==> src/rtl/watch_pkg.sv <==
`default_nettype none
// +----------------------------------------------------------------------------+
// | Package     : watch_pkg                                                    |
// | Description : Shared types and constants for the watch mode/setting        |
// |               controller: state encoding, time-field moduli, edit-select   |
// |               codes, default field widths and small field helpers.         |
// | Revision    : 1.0  initial release                                         |
// +----------------------------------------------------------------------------+
package watch_pkg;

   typedef enum logic [2:0] {
      ST_STOP   = 3'd0,
      ST_RUN    = 3'd1,
      ST_EDIT_H = 3'd2,
      ST_EDIT_M = 3'd3,
      ST_EDIT_S = 3'd4,
      ST_COMMIT = 3'd5
   } state_t;

   localparam int HOURS_PER_DAY = 24;
   localparam int MIN_PER_HOUR  = 60;
   localparam int SEC_PER_MIN   = 60;

   localparam logic [1:0] SEL_NONE = 2'd0;
   localparam logic [1:0] SEL_HOUR = 2'd1;
   localparam logic [1:0] SEL_MIN  = 2'd2;
   localparam logic [1:0] SEL_SEC  = 2'd3;

   localparam int DEF_COUNT_BIT = 30;
   localparam int DEF_SEC_BIT   = 6;
   localparam int DEF_MIN_BIT   = 6;
   localparam int DEF_HOUR_BIT  = 5;

   function automatic logic is_edit(input state_t s);
      return (s == ST_EDIT_H) || (s == ST_EDIT_M) || (s == ST_EDIT_S);
   endfunction

   function automatic logic [1:0] edit_sel_of(input state_t s);
      case (s)
         ST_EDIT_H: return SEL_HOUR;
         ST_EDIT_M: return SEL_MIN;
         ST_EDIT_S: return SEL_SEC;
         default:   return SEL_NONE;
      endcase
   endfunction

   // Out-of-range captured values restart at zero rather than saturating.
   function automatic int clamp_field(input int val, input int modulus);
      return (val >= modulus) ? 0 : val;
   endfunction

   // One wrap-around step of a field; callers guarantee val < modulus.
   function automatic int step_field(input int val, input int modulus, input logic up);
      if (up) begin
         return (val == modulus - 1) ? 0 : val + 1;
      end
      return (val == 0) ? modulus - 1 : val - 1;
   endfunction

endpackage
`default_nettype wire

==> src/rtl/watch_half_tick_gen.sv <==
`default_nettype none
// +----------------------------------------------------------------------------+
// | Module      : watch_half_tick_gen                                          |
// | Description : Half-second prescaler. Counts 0..(freq/2)-1 and on wrap      |
// |               raises tick and toggles blink. clear restarts the phase.     |
// | Ports       : clk, reset (sync, active-low), freq (clk rate in Hz),        |
// |               clear (restart phase, blink=0), tick (wrap this cycle),      |
// |               blink (registered phase flag)                                |
// | Revision    : 1.0  initial release                                         |
// +----------------------------------------------------------------------------+
module watch_half_tick_gen
   import watch_pkg::*;
#(
   parameter int P_COUNT_BIT = DEF_COUNT_BIT
) (
   input  logic                   clk,
   input  logic                   reset,
   input  logic [P_COUNT_BIT-1:0] freq,
   input  logic                   clear,
   output logic                   tick,
   output logic                   blink
);

   logic [P_COUNT_BIT-1:0] half;
   logic [P_COUNT_BIT-1:0] cnt;

   assign half = freq >> 1;

   // ">=" rather than "==" so a smaller freq arriving mid-count wraps on the
   // very next cycle instead of running the counter all the way round.
   assign tick = (half == '0) || (cnt >= half - P_COUNT_BIT'(1));

   always_ff @(posedge clk) begin
      if (!reset) begin
         cnt   <= '0;
         blink <= 1'b0;
      end else if (clear) begin
         cnt   <= '0;
         blink <= 1'b0;
      end else if (tick) begin
         cnt   <= '0;
         blink <= ~blink;
      end else begin
         cnt   <= cnt + P_COUNT_BIT'(1);
      end
   end

endmodule
`default_nettype wire

==> src/rtl/watch_ctrl.sv <==
`default_nettype none
// +----------------------------------------------------------------------------+
// | Module      : watch_ctrl                                                   |
// | Description : Mode/setting controller for the watch datapath. Runs/stops  |
// |               the clock, lets the user edit hour/min/sec and issues a     |
// |               one-cycle load strobe with the edited time.                 |
// | Ports       : clk, reset (sync, active-low), i_freq (clk rate in Hz),      |
// |               i_btn_start/mode/up/down (single-cycle pulses),             |
// |               i_hour/i_min/i_sec (current time), o_run_en, o_load,        |
// |               o_load_hour/min/sec, o_edit_sel, o_blink                    |
// | Revision    : 1.0  initial release                                         |
// +----------------------------------------------------------------------------+
module watch_ctrl
   import watch_pkg::*;
#(
   parameter int P_COUNT_BIT   = DEF_COUNT_BIT,
   parameter int P_SEC_BIT     = DEF_SEC_BIT,
   parameter int P_MIN_BIT     = DEF_MIN_BIT,
   parameter int P_HOUR_BIT    = DEF_HOUR_BIT,
   parameter int P_TIMEOUT_SEC = 10
) (
   input  logic                   clk,
   input  logic                   reset,
   input  logic [P_COUNT_BIT-1:0] i_freq,
   input  logic                   i_btn_start,
   input  logic                   i_btn_mode,
   input  logic                   i_btn_up,
   input  logic                   i_btn_down,
   input  logic [P_SEC_BIT-1:0]   i_sec,
   input  logic [P_MIN_BIT-1:0]   i_min,
   input  logic [P_HOUR_BIT-1:0]  i_hour,
   output logic                   o_run_en,
   output logic                   o_load,
   output logic [P_SEC_BIT-1:0]   o_load_sec,
   output logic [P_MIN_BIT-1:0]   o_load_min,
   output logic [P_HOUR_BIT-1:0]  o_load_hour,
   output logic [1:0]             o_edit_sel,
   output logic                   o_blink
);

   // Two half-ticks per second; 7 bits covers the 1..63 s range.
   localparam int         TO_TICKS = 2 * P_TIMEOUT_SEC;
   localparam logic [6:0] TO_LAST  = 7'(TO_TICKS - 1);

   state_t                state, state_nxt;
   logic [P_HOUR_BIT-1:0] edit_hour, hour_nxt;
   logic [P_MIN_BIT-1:0]  edit_min, min_nxt;
   logic [P_SEC_BIT-1:0]  edit_sec, sec_nxt;
   logic [6:0]            to_cnt;
   logic                  any_btn, cur_edit, nxt_edit;
   logic                  half_tick, timeout_hit, prescale_clr;

   assign any_btn     = i_btn_start | i_btn_mode | i_btn_up | i_btn_down;
   assign cur_edit    = is_edit(state);
   assign nxt_edit    = is_edit(state_nxt);
   assign timeout_hit = cur_edit && !any_btn && half_tick && (to_cnt == TO_LAST);

   // Blink phase restarts on edit entry and on every up/down press; holding
   // it cleared outside edit keeps o_blink at 0 there as a plain register.
   assign prescale_clr = !cur_edit || !nxt_edit || i_btn_up || i_btn_down;

   // The edit registers are the load values; they only matter while o_load=1.
   assign o_load_hour = edit_hour;
   assign o_load_min  = edit_min;
   assign o_load_sec  = edit_sec;

   always_comb begin
      state_nxt = state;
      hour_nxt  = edit_hour;
      min_nxt   = edit_min;
      sec_nxt   = edit_sec;
      case (state)
         ST_STOP, ST_RUN: begin
            if (i_btn_start) begin
               state_nxt = (state == ST_STOP) ? ST_RUN : ST_STOP;
            end else if (i_btn_mode) begin
               state_nxt = ST_EDIT_H;
               hour_nxt  = P_HOUR_BIT'(clamp_field(int'(i_hour), HOURS_PER_DAY));
               min_nxt   = P_MIN_BIT'(clamp_field(int'(i_min), MIN_PER_HOUR));
               sec_nxt   = P_SEC_BIT'(clamp_field(int'(i_sec), SEC_PER_MIN));
            end
         end
         ST_EDIT_H, ST_EDIT_M, ST_EDIT_S: begin
            if (i_btn_start) begin
               state_nxt = ST_STOP;
            end else if (i_btn_mode) begin
               state_nxt = (state == ST_EDIT_H) ? ST_EDIT_M :
                           (state == ST_EDIT_M) ? ST_EDIT_S : ST_COMMIT;
            end else if (i_btn_up ^ i_btn_down) begin
               if (state == ST_EDIT_H) begin
                  hour_nxt = P_HOUR_BIT'(step_field(int'(edit_hour), HOURS_PER_DAY, i_btn_up));
               end else if (state == ST_EDIT_M) begin
                  min_nxt = P_MIN_BIT'(step_field(int'(edit_min), MIN_PER_HOUR, i_btn_up));
               end else begin
                  sec_nxt = P_SEC_BIT'(step_field(int'(edit_sec), SEC_PER_MIN, i_btn_up));
               end
            end else if (timeout_hit) begin
               state_nxt = ST_STOP;
            end
         end
         default: begin
            // COMMIT is a single-cycle state regardless of buttons.
            state_nxt = ST_STOP;
         end
      endcase
   end

   always_ff @(posedge clk) begin
      if (!reset) begin
         state      <= ST_STOP;
         edit_hour  <= '0;
         edit_min   <= '0;
         edit_sec   <= '0;
         to_cnt     <= '0;
         o_run_en   <= 1'b0;
         o_load     <= 1'b0;
         o_edit_sel <= SEL_NONE;
      end else begin
         state     <= state_nxt;
         edit_hour <= hour_nxt;
         edit_min  <= min_nxt;
         edit_sec  <= sec_nxt;
         if (!cur_edit || any_btn) begin
            to_cnt <= '0;
         end else if (half_tick) begin
            to_cnt <= to_cnt + 7'd1;
         end
         // Outputs decode the next state so they line up with the state change.
         o_run_en   <= (state_nxt == ST_RUN);
         o_load     <= (state_nxt == ST_COMMIT);
         o_edit_sel <= edit_sel_of(state_nxt);
      end
   end

   watch_half_tick_gen #(
      .P_COUNT_BIT (P_COUNT_BIT)
   ) u_half_tick (
      .clk   (clk),
      .reset (reset),
      .freq  (i_freq),
      .clear (prescale_clr),
      .tick  (half_tick),
      .blink (o_blink)
   );

endmodule
`default_nettype wire

==> config.mk <==
export PLATFORM = sky130hd
export DESIGN_NAME = watch_ctrl
export DESIGN_NICKNAME = d
export VERILOG_FILES = /design/src/rtl/watch_pkg.sv /design/src/rtl/watch_half_tick_gen.sv /design/src/rtl/watch_ctrl.sv
export SDC_FILE = /design/constraint.sdc
export NUM_CORES = 1
export LEC_CHECK = 0
export ABC_CLOCK_PERIOD_IN_PS = 4200
export CORE_MARGIN = 3
export CORE_UTILIZATION = 40
export CTS_CLUSTER_DIAMETER = 30
export CTS_CLUSTER_SIZE = 16
export DETAILED_ROUTE_END_ITERATION = 7
export PLACE_DENSITY = 0.62
export SLEW_MARGIN = 20
export SYNTH_ARGS = -nofsm -noshare
export SYNTH_HDL_FRONTEND = slang
export SYNTH_SLANG_ARGS = --single-unit
==> constraint.sdc <==
create_clock -name clk -period 4.2 [get_ports clk]
set_clock_uncertainty 0.2 [all_clocks]
set_input_delay 0.63 -clock clk [delete_from_list [all_inputs] [get_ports clk]]
set_output_delay 0.63 -clock clk [all_outputs]
set_load 0.005 [all_outputs]
==> results.md <==
- Number of violations of the max-capacitance limit: 0
- Wire per inst: 16.46 um
- DRC violation total after the first TritonRoute iteration: roughly 320
- Post-synthesis instance area: about 0.0048 mm^2
- Number of buffers inserted during clock tree synthesis: 9
- Starting density of the core: 0.4131
- Unrepaired setup endpoints after global routing: yes
- Slew @ Worst Pin: about 860 ps
- Detailed-placement wirelength estimate: ~9.5 mm
- Chip height: about 120 um
- Proportion of synthesized flip-flops having asynchronous set or reset: 0
- Flip-flop and latch count after synthesis: between 60 and 70
- Maximum VDD drop: just under 0.0002 V
- Die footprint: roughly 0.013 mm^2
- Placement Rows: 39
- Fin crit period: approximately 4200 ps
- Area occupied by registers: between 0.001 and 0.0015 mm^2
- Chip width: about 120 um
- Total power divided by cell area: roughly 250 mW/mm^2
- Syn-to-layout area delta: 46.55%
- Hold Path Class: reg -> reg
- Post-synth top flop: sky130_fd_sc_hd__dfxtp_1
- Share of layout cells above drive strength 1: 0.2243
- Final Instance Area: 0.006972 mm^2
- CTS HTree Levels: 3
- Count of flip-flops with a built-in enable after synthesis: 0
- Number of distinct library cells after synthesis: 59
- Violated checks: setup timing
- Number of search-and-repair iterations in the first detailed-routing pass: 5
- Maximum clock frequency: around 0.24 GHz
- Remaining global-route overflow: 0
- Via/cell ratio: 5.677
- Run status: finished, violations left
- Core Util, Final: 0.6054
- Total cell area at the placement stage: 0.005969 mm^2
- Library cell used as clock root buffer: sky130_fd_sc_hd__clkbuf_16
- Number of top-level design ports: 75
- Core outline area: between 0.01 and 0.015 mm^2
- Clock Path Buffers: 2
- Cells after Synth: between 600 and 700
- Worst-path fanout max: 4
- Count of input and output buffers: 73
- Worst path required time: 4260 ps
- Routability-driven placement congestion ratio: 0.8609
- Sequential element share of the synthesized area: 0.2609
- First-pass GRT wire length: about 22 mm
- Area of the multi-input gates: 0.003739 mm^2
- Combined global-route utilization of all metal layers: 0.2035
- Endpoint arrival time on the critical path: between 4000 and 5000 ps
- Via count: around 5000
- Setup slack at placement: -702.5 ps
- Count of final setup violators: 32
- Remaining DRCs: 0
- Initial antenna violation count: 0
- Category of the most critical setup path: in -> reg
- Max-slew violation total from the final report: 0
- Number of hold violations in the final report: 0
- Vias in the first global route: around 4600
- Final antenna-violating net count: 0
- Antenna diode instance count: 0
- Nature of the critical path endpoint: register
- Clock insertion delay at the later pin of the skew report: 340 ps
- Yosys warning total: 0
- Static power due to leakage: 2.686 nW
- Clock sink total: between 60 and 70
- Synthesized area divided by synthesized cell count: between 7 and 8 um^2
- WL final: around 15 mm
- Layout net count: 830
- Share of the clock period used by the worst path: 1.011
- CTS tree: yes
- Fill cell total of the finished layout: between 900 and 1000
- Net Count, Synth: 704
- Reg clk slew, reported paths: 50 ps
- Startpoint class of the critical path: primary input
- Maximum number of pins on one net before global-route repair: 31
- Worst setup slack after layout: -46.59 ps
- Worst slew margin relative to its limit: 0.4208
-- stage by stage --
step | TNS (ps) | power [mW] | std cells | hold WS [ps]
floorplan | -127.0 | 0.8009 | 609 | 260.5
global placement | -25380 | 0.9414 | 847 | 277.2
detailed placement | -29080 | 0.9460 | 847 | 289.9
CTS | 0 | 1.745 | 874 | 297.1
global route | -6259 | 1.823 | 883 | 337.6
finish | -584.1 | 1.747 | 883 | 320.2
-- Yosys cell counts (all sizes together) (4+ instances only) --
library cell / instances / area, um^2
dfxtp: 62 / 1241
nor2: 61 / 229.0
nor3: 52 / 260.3
nand2: 44 / 165.2
ha: 42 / 525.5
xor2: 40 / 350.3
xnor2: 32 / 280.3
a21oi: 31 / 166.4
nand3: 30 / 155.1
o21ai: 26 / 130.1
inv: 22 / 82.58
clkbuf: 20 / 75.07
nand4: 17 / 106.4
a211oi: 15 / 112.6
nor4: 13 / 81.33
a31oi: 12 / 75.07
buf: 8 / 56.30
and3: 7 / 43.79
nor2b: 5 / 31.28
or3: 5 / 36.28
and4: 4 / 35.03
mux2i: 4 / 40.04
nand2b: 4 / 25.02
nand3b: 4 / 30.03
o211ai: 4 / 30.03
-- layout make-up --
class | instances | share of cell area
clock inverter | 4 | 0.007897
inverter | 22 | 0.01220
timing repair buffer | 143 | 0.2032
sequential | 62 | 0.1780
tap | 143 | 0.02566
clock buffer | 12 | 0.03679
multi-input combinational | 497 | 0.5363
-- critical path: stages --
cell,delay (ps)
sky130_fd_sc_hd__buf_6,90
sky130_fd_sc_hd__or4_4,520
sky130_fd_sc_hd__or3_4,340
sky130_fd_sc_hd__or2_4,250
sky130_fd_sc_hd__inv_4,80
sky130_fd_sc_hd__nand2_4,70
sky130_fd_sc_hd__nor4_4,160
sky130_fd_sc_hd__xnor2_1,100
sky130_fd_sc_hd__ha_1,310
sky130_fd_sc_hd__nand4_1,200
sky130_fd_sc_hd__nor3_2,300
sky130_fd_sc_hd__o211ai_1,150
sky130_fd_sc_hd__buf_4,160
sky130_fd_sc_hd__a31oi_4,210
sky130_fd_sc_hd__nor2_4,80
sky130_fd_sc_hd__buf_4,140
sky130_fd_sc_hd__or4_4,410
sky130_fd_sc_hd__a21oi_2,110
-- per-layer routing --
| metal | share of wire | wire length, um | track usage |
|---|---|---|---|
| met1 | 0.47 | 6777 | 0.2795 |
| met3 | 0.051 | 737 | 0.04105 |
| met5 | 0 | 0 | 0 |
| met4 | 0.018 | 264 | 0.05086 |
| met2 | 0.46 | 6758 | 0.3275 |
-- path summary, 6_finish.rpt --
path	start	to	slack [ps]	cells past startpoint
setup reg to reg	state[2]	o_load_hour[2]	1280	8
hold / removal	to_cnt[5]	to_cnt[5]	320	2
hold reg to reg	to_cnt[5]	to_cnt[5]	320	2
setup / recovery	i_freq[8]	to_cnt[5]	-50	18
-- what timing repair did --
action | in CTS | in global routing
endpoints found under the setup margin | 45 | 45
gates cloned | 2 | 4
pin swaps | 15 | 49
resized for setup | 46 | 64
buffers inserted | 9 | 6
hold buffers | 0 | 0
-- placed cells by master (no fill, tap or decap), drive strengths merged, types with 7 or more instances in the layout --
master and count:
a211oi 15, a21oi 31, a31oi 12, and3 7, buf 70, clkbuf 15
clkdlybuf4s50 69, dfxtp 62, ha 42, inv 22, nand2 44, nand3 30
nand4 17, nor2 61, nor3 52, nor4 13, o21ai 26, xnor2 32
xor2 40
-- flip-flops by register name, indices dropped and copies added (netlist names), 2 cells and up --
signal           flops
o_load_min           6
state                3
o_load_hour          5
o_load_sec           6
o_edit_sel           2
u_half_tick.cnt     30
to_cnt               7
-- logic make-up (layout without fill, tap and decap cells) --
family / count (synthesis) / after routing / share of synthesized area
flops: 62 / 62 / 0.2609
compound gates: 117 / 117 / 0.1610
fa+ha+maj: 42 / 42 / 0.1105
mux: 4 / 4 / 0.008417
simple gates: 262 / 262 / 0.2817
xor+xnor: 72 / 72 / 0.1326
buf+inv: 50 / 181 / 0.04498
-- report_power, final --
group	internal (mW)	leakage [nW]	switching, mW
logic	0.178	2.03	0.166
clock network	0.494	0.149	0.279
registers	0.602	0.502	0.0288
(Power assumes the default switching activity.)
